`src/rtl/lc3_decode_ctrl_if.sv`:
```
// rtl/lc3_decode_ctrl_if.sv - instruction handshake, execute and fetch-control bundle for the LC3 decode stage
interface lc3_decode_ctrl_if #(
    parameter int DATA_W = 16,
    parameter int CNT_W  = 16
);
    logic              instr_valid;
    logic [DATA_W-1:0] instr_in;
    logic              instr_ready;
    logic              exec_done;
    logic [3:0]        opCode_out;
    logic [8:0]        offset_out;
    logic [2:0]        br_nzp_out;
    logic              fetch_start;
    logic [2:0]        dr;
    logic [2:0]        sr1;
    logic [2:0]        sr2;
    logic              imm_sel;
    logic [4:0]        imm5;
    logic              exec_start;
    logic              busy;
    logic [CNT_W-1:0]  retired_cnt;
    logic              illegal_op;

    // Decoder side
    modport master (
        input  instr_valid, instr_in, exec_done,
        output instr_ready, opCode_out, offset_out, br_nzp_out, fetch_start,
               dr, sr1, sr2, imm_sel, imm5, exec_start, busy, retired_cnt, illegal_op
    );

    // Instruction memory / execute / fetch side
    modport slave (
        output instr_valid, instr_in, exec_done,
        input  instr_ready, opCode_out, offset_out, br_nzp_out, fetch_start,
               dr, sr1, sr2, imm_sel, imm5, exec_start, busy, retired_cnt, illegal_op
    );
endinterface

```
`src/rtl/lc3_decode_ctrl.sv`:
```
// rtl/lc3_decode_ctrl.sv - LC3 decode/sequence stage (optional DECODE_ILLEGAL_TRAP_EN traps opcode 1101)
module lc3_decode_ctrl #(
    parameter int DATA_W = 16,
    parameter int CNT_W  = 16
) (
    input  logic               clk,
    input  logic               rst,
    lc3_decode_ctrl_if.master  bus
);

    typedef enum logic [1:0] {
        S_IDLE   = 2'd0,
        S_DECODE = 2'd1,
        S_EXEC   = 2'd2,
        S_ISSUE  = 2'd3
    } state_t;

    state_t            state;
    logic [DATA_W-1:0] ir;
    logic              trap_q;
    logic              illegal_q;
    logic              instr_ready_q;
    logic              busy_q;
    logic              exec_start_q;
    logic              fetch_start_q;
    logic [CNT_W-1:0]  retired_q;
    logic              accept;
    logic              trap_in;

    assign accept = (state == S_IDLE) && bus.instr_valid && instr_ready_q;

`ifdef DECODE_ILLEGAL_TRAP_EN
    assign trap_in = (bus.instr_in[15:12] == 4'b1101);
`else
    assign trap_in = 1'b0;
`endif

    // Sequencer: IDLE -> DECODE -> EXEC -> ISSUE -> IDLE, trapped opcodes skip EXEC
    always_ff @(posedge clk or posedge rst) begin
        if (rst) begin
            state         <= S_IDLE;
            ir            <= '0;
            trap_q        <= 1'b0;
            illegal_q     <= 1'b0;
            instr_ready_q <= 1'b1;
            busy_q        <= 1'b0;
            exec_start_q  <= 1'b0;
            fetch_start_q <= 1'b0;
            retired_q     <= '0;
        end else begin
            exec_start_q  <= 1'b0;
            fetch_start_q <= 1'b0;
            case (state)
                S_IDLE: begin
                    if (accept) begin
                        ir            <= bus.instr_in;
                        trap_q        <= trap_in;
                        illegal_q     <= illegal_q | trap_in;
                        exec_start_q  <= ~trap_in;
                        instr_ready_q <= 1'b0;
                        busy_q        <= 1'b1;
                        state         <= S_DECODE;
                    end
                end
                S_DECODE: begin
                    if (trap_q) begin
                        fetch_start_q <= 1'b1;
                        state         <= S_ISSUE;
                    end else begin
                        state         <= S_EXEC;
                    end
                end
                S_EXEC: begin
                    if (bus.exec_done) begin
                        fetch_start_q <= 1'b1;
                        state         <= S_ISSUE;
                    end
                end
                S_ISSUE: begin
                    retired_q     <= retired_q + {{(CNT_W-1){1'b0}}, 1'b1};
                    instr_ready_q <= 1'b1;
                    busy_q        <= 1'b0;
                    state         <= S_IDLE;
                end
                default: state <= S_IDLE;
            endcase
        end
    end

    // Fields come straight from IR, so they change only when a new instruction is latched
    assign bus.opCode_out  = trap_q ? 4'b0000 : ir[15:12];
    assign bus.offset_out  = ir[8:0];
    assign bus.br_nzp_out  = (ir[15:12] == 4'b0000) ? ir[11:9] : 3'b000;
    assign bus.dr          = ir[11:9];
    assign bus.sr1         = ir[8:6];
    assign bus.sr2         = ir[2:0];
    assign bus.imm_sel     = ir[5];
    assign bus.imm5        = ir[4:0];
    assign bus.exec_start  = exec_start_q;
    assign bus.fetch_start = fetch_start_q;
    assign bus.instr_ready = instr_ready_q;
    assign bus.busy        = busy_q;
    assign bus.retired_cnt = retired_q;
    assign bus.illegal_op  = illegal_q;

endmodule

```
`src/flat_wrapper.sv`:
```
// flat-port wrapper written by rule: the top's interface ports become plain ports
module lc3_decode_ctrl_flat 
#(
    parameter int DATA_W = 16,
    parameter int CNT_W  = 16
)
  (clk, rst, bus_instr_valid, bus_instr_in, bus_exec_done, bus_instr_ready, bus_opCode_out, bus_offset_out, bus_br_nzp_out, bus_fetch_start, bus_dr, bus_sr1, bus_sr2, bus_imm_sel, bus_imm5, bus_exec_start, bus_busy, bus_retired_cnt, bus_illegal_op);
  lc3_decode_ctrl_if #(.DATA_W(DATA_W), .CNT_W(CNT_W)) bus_i ();
  input  logic clk;
  input  logic rst;
  input wire logic [$bits(bus_i.instr_valid)-1:0] bus_instr_valid;
  input wire logic [$bits(bus_i.instr_in)-1:0] bus_instr_in;
  input wire logic [$bits(bus_i.exec_done)-1:0] bus_exec_done;
  output wire logic [$bits(bus_i.instr_ready)-1:0] bus_instr_ready;
  output wire logic [$bits(bus_i.opCode_out)-1:0] bus_opCode_out;
  output wire logic [$bits(bus_i.offset_out)-1:0] bus_offset_out;
  output wire logic [$bits(bus_i.br_nzp_out)-1:0] bus_br_nzp_out;
  output wire logic [$bits(bus_i.fetch_start)-1:0] bus_fetch_start;
  output wire logic [$bits(bus_i.dr)-1:0] bus_dr;
  output wire logic [$bits(bus_i.sr1)-1:0] bus_sr1;
  output wire logic [$bits(bus_i.sr2)-1:0] bus_sr2;
  output wire logic [$bits(bus_i.imm_sel)-1:0] bus_imm_sel;
  output wire logic [$bits(bus_i.imm5)-1:0] bus_imm5;
  output wire logic [$bits(bus_i.exec_start)-1:0] bus_exec_start;
  output wire logic [$bits(bus_i.busy)-1:0] bus_busy;
  output wire logic [$bits(bus_i.retired_cnt)-1:0] bus_retired_cnt;
  output wire logic [$bits(bus_i.illegal_op)-1:0] bus_illegal_op;
  assign bus_i.instr_valid = bus_instr_valid;
  assign bus_i.instr_in = bus_instr_in;
  assign bus_i.exec_done = bus_exec_done;
  assign bus_instr_ready = bus_i.instr_ready;
  assign bus_opCode_out = bus_i.opCode_out;
  assign bus_offset_out = bus_i.offset_out;
  assign bus_br_nzp_out = bus_i.br_nzp_out;
  assign bus_fetch_start = bus_i.fetch_start;
  assign bus_dr = bus_i.dr;
  assign bus_sr1 = bus_i.sr1;
  assign bus_sr2 = bus_i.sr2;
  assign bus_imm_sel = bus_i.imm_sel;
  assign bus_imm5 = bus_i.imm5;
  assign bus_exec_start = bus_i.exec_start;
  assign bus_busy = bus_i.busy;
  assign bus_retired_cnt = bus_i.retired_cnt;
  assign bus_illegal_op = bus_i.illegal_op;
  lc3_decode_ctrl #(.DATA_W(DATA_W), .CNT_W(CNT_W)) u_core (.clk(clk), .rst(rst), .bus(bus_i));
endmodule
```
`config.mk`:
```
export PLATFORM = sky130hd
export DESIGN_NAME = lc3_decode_ctrl_flat
export DESIGN_NICKNAME = d
export VERILOG_FILES = /design/src/rtl/lc3_decode_ctrl_if.sv /design/src/rtl/lc3_decode_ctrl.sv /design/src/flat_wrapper.sv
export SDC_FILE = /design/constraint.sdc
export NUM_CORES = 1
export LEC_CHECK = 0
export ABC_AREA = 1
export CAP_MARGIN = 30
export CORE_MARGIN = 5
export CORE_UTILIZATION = 35
export DETAILED_ROUTE_END_ITERATION = 12
export GPL_TIMING_DRIVEN = 0
export PLACE_DENSITY = 0.69
export SETUP_SLACK_MARGIN = 0.5
export SLEW_MARGIN = 15
export SYNTH_ARGS = -nofsm -noshare
export SYNTH_HDL_FRONTEND = slang
export SYNTH_SLANG_ARGS = --single-unit
export TNS_END_PERCENT = 100
```
`constraint.sdc`:
```
create_clock -name clk -period 1.3 [get_ports clk]
set_clock_uncertainty 0.15 [all_clocks]
set_input_delay 0.26 -clock clk [delete_from_list [all_inputs] [get_ports clk]]
set_output_delay 0.26 -clock clk [all_outputs]
set_load 0.05 [all_outputs]
```
==> results.md <==
* CP Max Fanout at 3
* PwrDens at 2502 nW/um2
* Row cnt at 26
* VDD IR max at 0.001848 V
* Crit Path Category: register to output pin
* PnR worst setup slack at -0.3148 ns
* CP Launch Type: register
* Most common cell after layout, fill and taps aside: nand2_1
* Die width at 82.69 um
* CTS Sinks at 38
* Int Pwr at 4.986 mW
* Synth top area share at 50.07%
* RSZ-0062 raised after global routing: true
* Sequential Power Share at 23.4%
* Logic pwr share at 67.5%
* CTS clock-pin slew for the worst setup and hold paths at 0.08 ns
* Clock Latency Late Sink at 0.29 ns
* DRT Wirelength at 5391 um
* CTS Buf Count at 5
* Synthesized flop and latch total at 38
* F_max at 619.3 MHz
* Detailed-route via count at 1748
* Port bufs at 70
* Crit path capture type: output pin
* # diodes at 0
* Dpl hpwl at 3315 um
* Net Count, Synth at 230
* Largest area contributor in the netlist: dfrtp_1
* Sw Ratio at 46.45%
* Maximum buffer depth of the clock tree at 2
* Mean area per synthesized cell at 8.977 um2
* Yosys cell types at 26
* CTS Hold Buffers Added at 0
* Failing checks: hold timing, setup timing
* 1st-iter DRT viols at 64
* CTS tree: built
* Initial DRT Pass Iterations at 4
* Place WS at -0.6746 ns
* Sequential share of the synthesized area at 51.49%
* Crit path DAT at 1.20 ns
* Pwr Total at 9.312 mW
* Die H at 82.69 um
* Clock power frac at 9.1%
* Mapped Cells at 206
* Overall Global Routing Usage at 16.04%
* Critical Path RT at 0.89 ns
* Outcome: complete, but fails checks
* Largest net degree at the start of global routing at 20
* Tmin final at 1.615 ns
* Tcrit/Tclk final at 124.2%
* Drt drc at 0
* Placed cell count at 346
* FF-to-FF path depth at 8
* Max Slew Vio Count at 0
* Final Non-Filler Cells at 399
* Total I/O pin count at 72
* Max-Cap Viols at 0
* Vias in the first global route at 1780
* Syn. warnings at 0
* Post-synthesis cell area at 1849 um2
* First-pass GRT wire length at 8286 um
* Placeable Area at 5107 um2
* Grt ovf at 0
* Min-delay worst type: primary input to async pin
* Psw at 4.325 mW
* Final setup fails at 69
* Initial antenna violation count at 0
* Hold WS at -0.07931 ns
* Vias per cell at 4.381
* Final Util at 72.88%
* Final Hold Fails at 37
* Initial Util at 36.21%
* Leak at 1.782 nW
* Die area at 6838 um2
* WL per Instance at 13.51 um
* GP Congestion at 0.7466
* Post-DRT Antenna Nets at 0
* Synth area leaders: dfrtp_1, nand2_1, buf_4, inv_1, ha_1
* Share of cells above drive strength 1 at 66.26%
* Most frequent cells in the layout: nand2_1, buf_6, buf_8
* Htree depth at 2
* P&R area growth vs syn at 101.3%
* Root Buffer: clkbuf_8
* Fin nets at 352
[path summary, 6_finish.rpt]
kind,start,endpoint,slack [ns]
max reg2reg,u_core.state[1]$_DFFE_PP0P_,u_core.bus.retired_cnt[13]$_DFFE_PP0P_,-0.25
min,rst,u_core.bus.retired_cnt[7]$_DFFE_PP0P_,-0.08
max in group asynchronous,rst,u_core.bus.instr_ready$_DFFE_PP1P_,0.86
max,u_core.ir[13]$_DFFE_PP0P_,bus_br_nzp_out[0],-0.31
min reg2reg,u_core.bus.instr_ready$_DFFE_PP1P_,u_core.bus.instr_ready$_DFFE_PP1P_,0.38
min in group clk,bus_instr_in[4],u_core.ir[4]$_DFFE_PP0P_,0.37
[per-stage QoR]
step                cell area (um2)  TNS (ns)
global route                   3722    -12.32
global placement               2879    -29.97
floorplan                      2091    -3.232
finish                         3722    -7.992
CTS                            3497    -8.073
detailed placement             2879    -29.91
[logic make-up (layout without fill, tap and decap cells)]
kind of cell,count (synthesis),in the layout,share of synthesized area (%)
AO/OA/AOI/OAI,8,8,2.300
XOR/XNOR,10,10,4.736
adder cells (fa/ha/maj),4,4,2.706
buffers and inverters,40,163,11.10
flip-flops,38,38,51.49
multiplexers,1,1,0.6089
other,1,1,0.2028
AND/OR/NAND/NOR,104,104,26.86
[sequential cells by signal (all words and copies together) (netlist names)]
name and flops:
u_core.bus.busy 1, u_core.bus.exec_start 1, u_core.bus.fetch_start 1, u_core.bus.instr_ready 1, u_core.bus.retired_cnt 16, u_core.ir 16
u_core.state 2
[synthesized netlist by cell type, drive strengths merged]
master and number:
nand4 6, buf 16, mux2 1, o21ai 6, xor2 5, xnor2 5
nor2 15, o21a 1, dfstp 1, a21oi 1, dfrtp 37, nand3 8
ha 4, conb 1, nand2 75, clkbuf 1, inv 23
[layer usage]
layer	global-route usage [%]	vias to the layer above	share of wire [%]
met5	0	-	0
met4	4.575	0	0.96
met3	4.447	6	6.4
met2	27.96	57	51
met1	19.29	829	41
li1	-	856	-
[cell type report]
cell class | count | area, um2
repair buffers | 114 | 1300
plain buffers | 17 | 236.5
flip-flops and latches | 38 | 996.0
multi-input cells | 128 | 905.9
clock inverters | 1 | 5.005
fillers | 366 | 1385
well taps | 70 | 87.58
clock buffers | 7 | 86.33
inverters | 23 | 97.59
repair inverters | 1 | 7.507
[timing repair]
item,CTS,global route
pin swaps,21,22
setup endpoints to repair,127,90
resized for setup,401,40
gates cloned,3,0
setup buffers,30,12
endpoints found under the hold margin,0,37
[worst max-delay path, cell delays in order (launching register included)]
cell and delay [ns]:
dfrtp_2 0.43, nor2_4 0.14, nand2_4 0.10, nor2_4 0.10, buf_8 0.15
[power by group through the flow]
stage	clock network [mW]	logic (mW)	registers, mW
detailed placement	0	4.78	2.13
floorplan	0	2.20	3.31
finish	0.848	6.29	2.17
global placement	0	4.71	2.11
global route	0.917	6.61	2.23
CTS	0.863	5.84	2.17
Note: power is estimated with default switching activity, not from simulation.
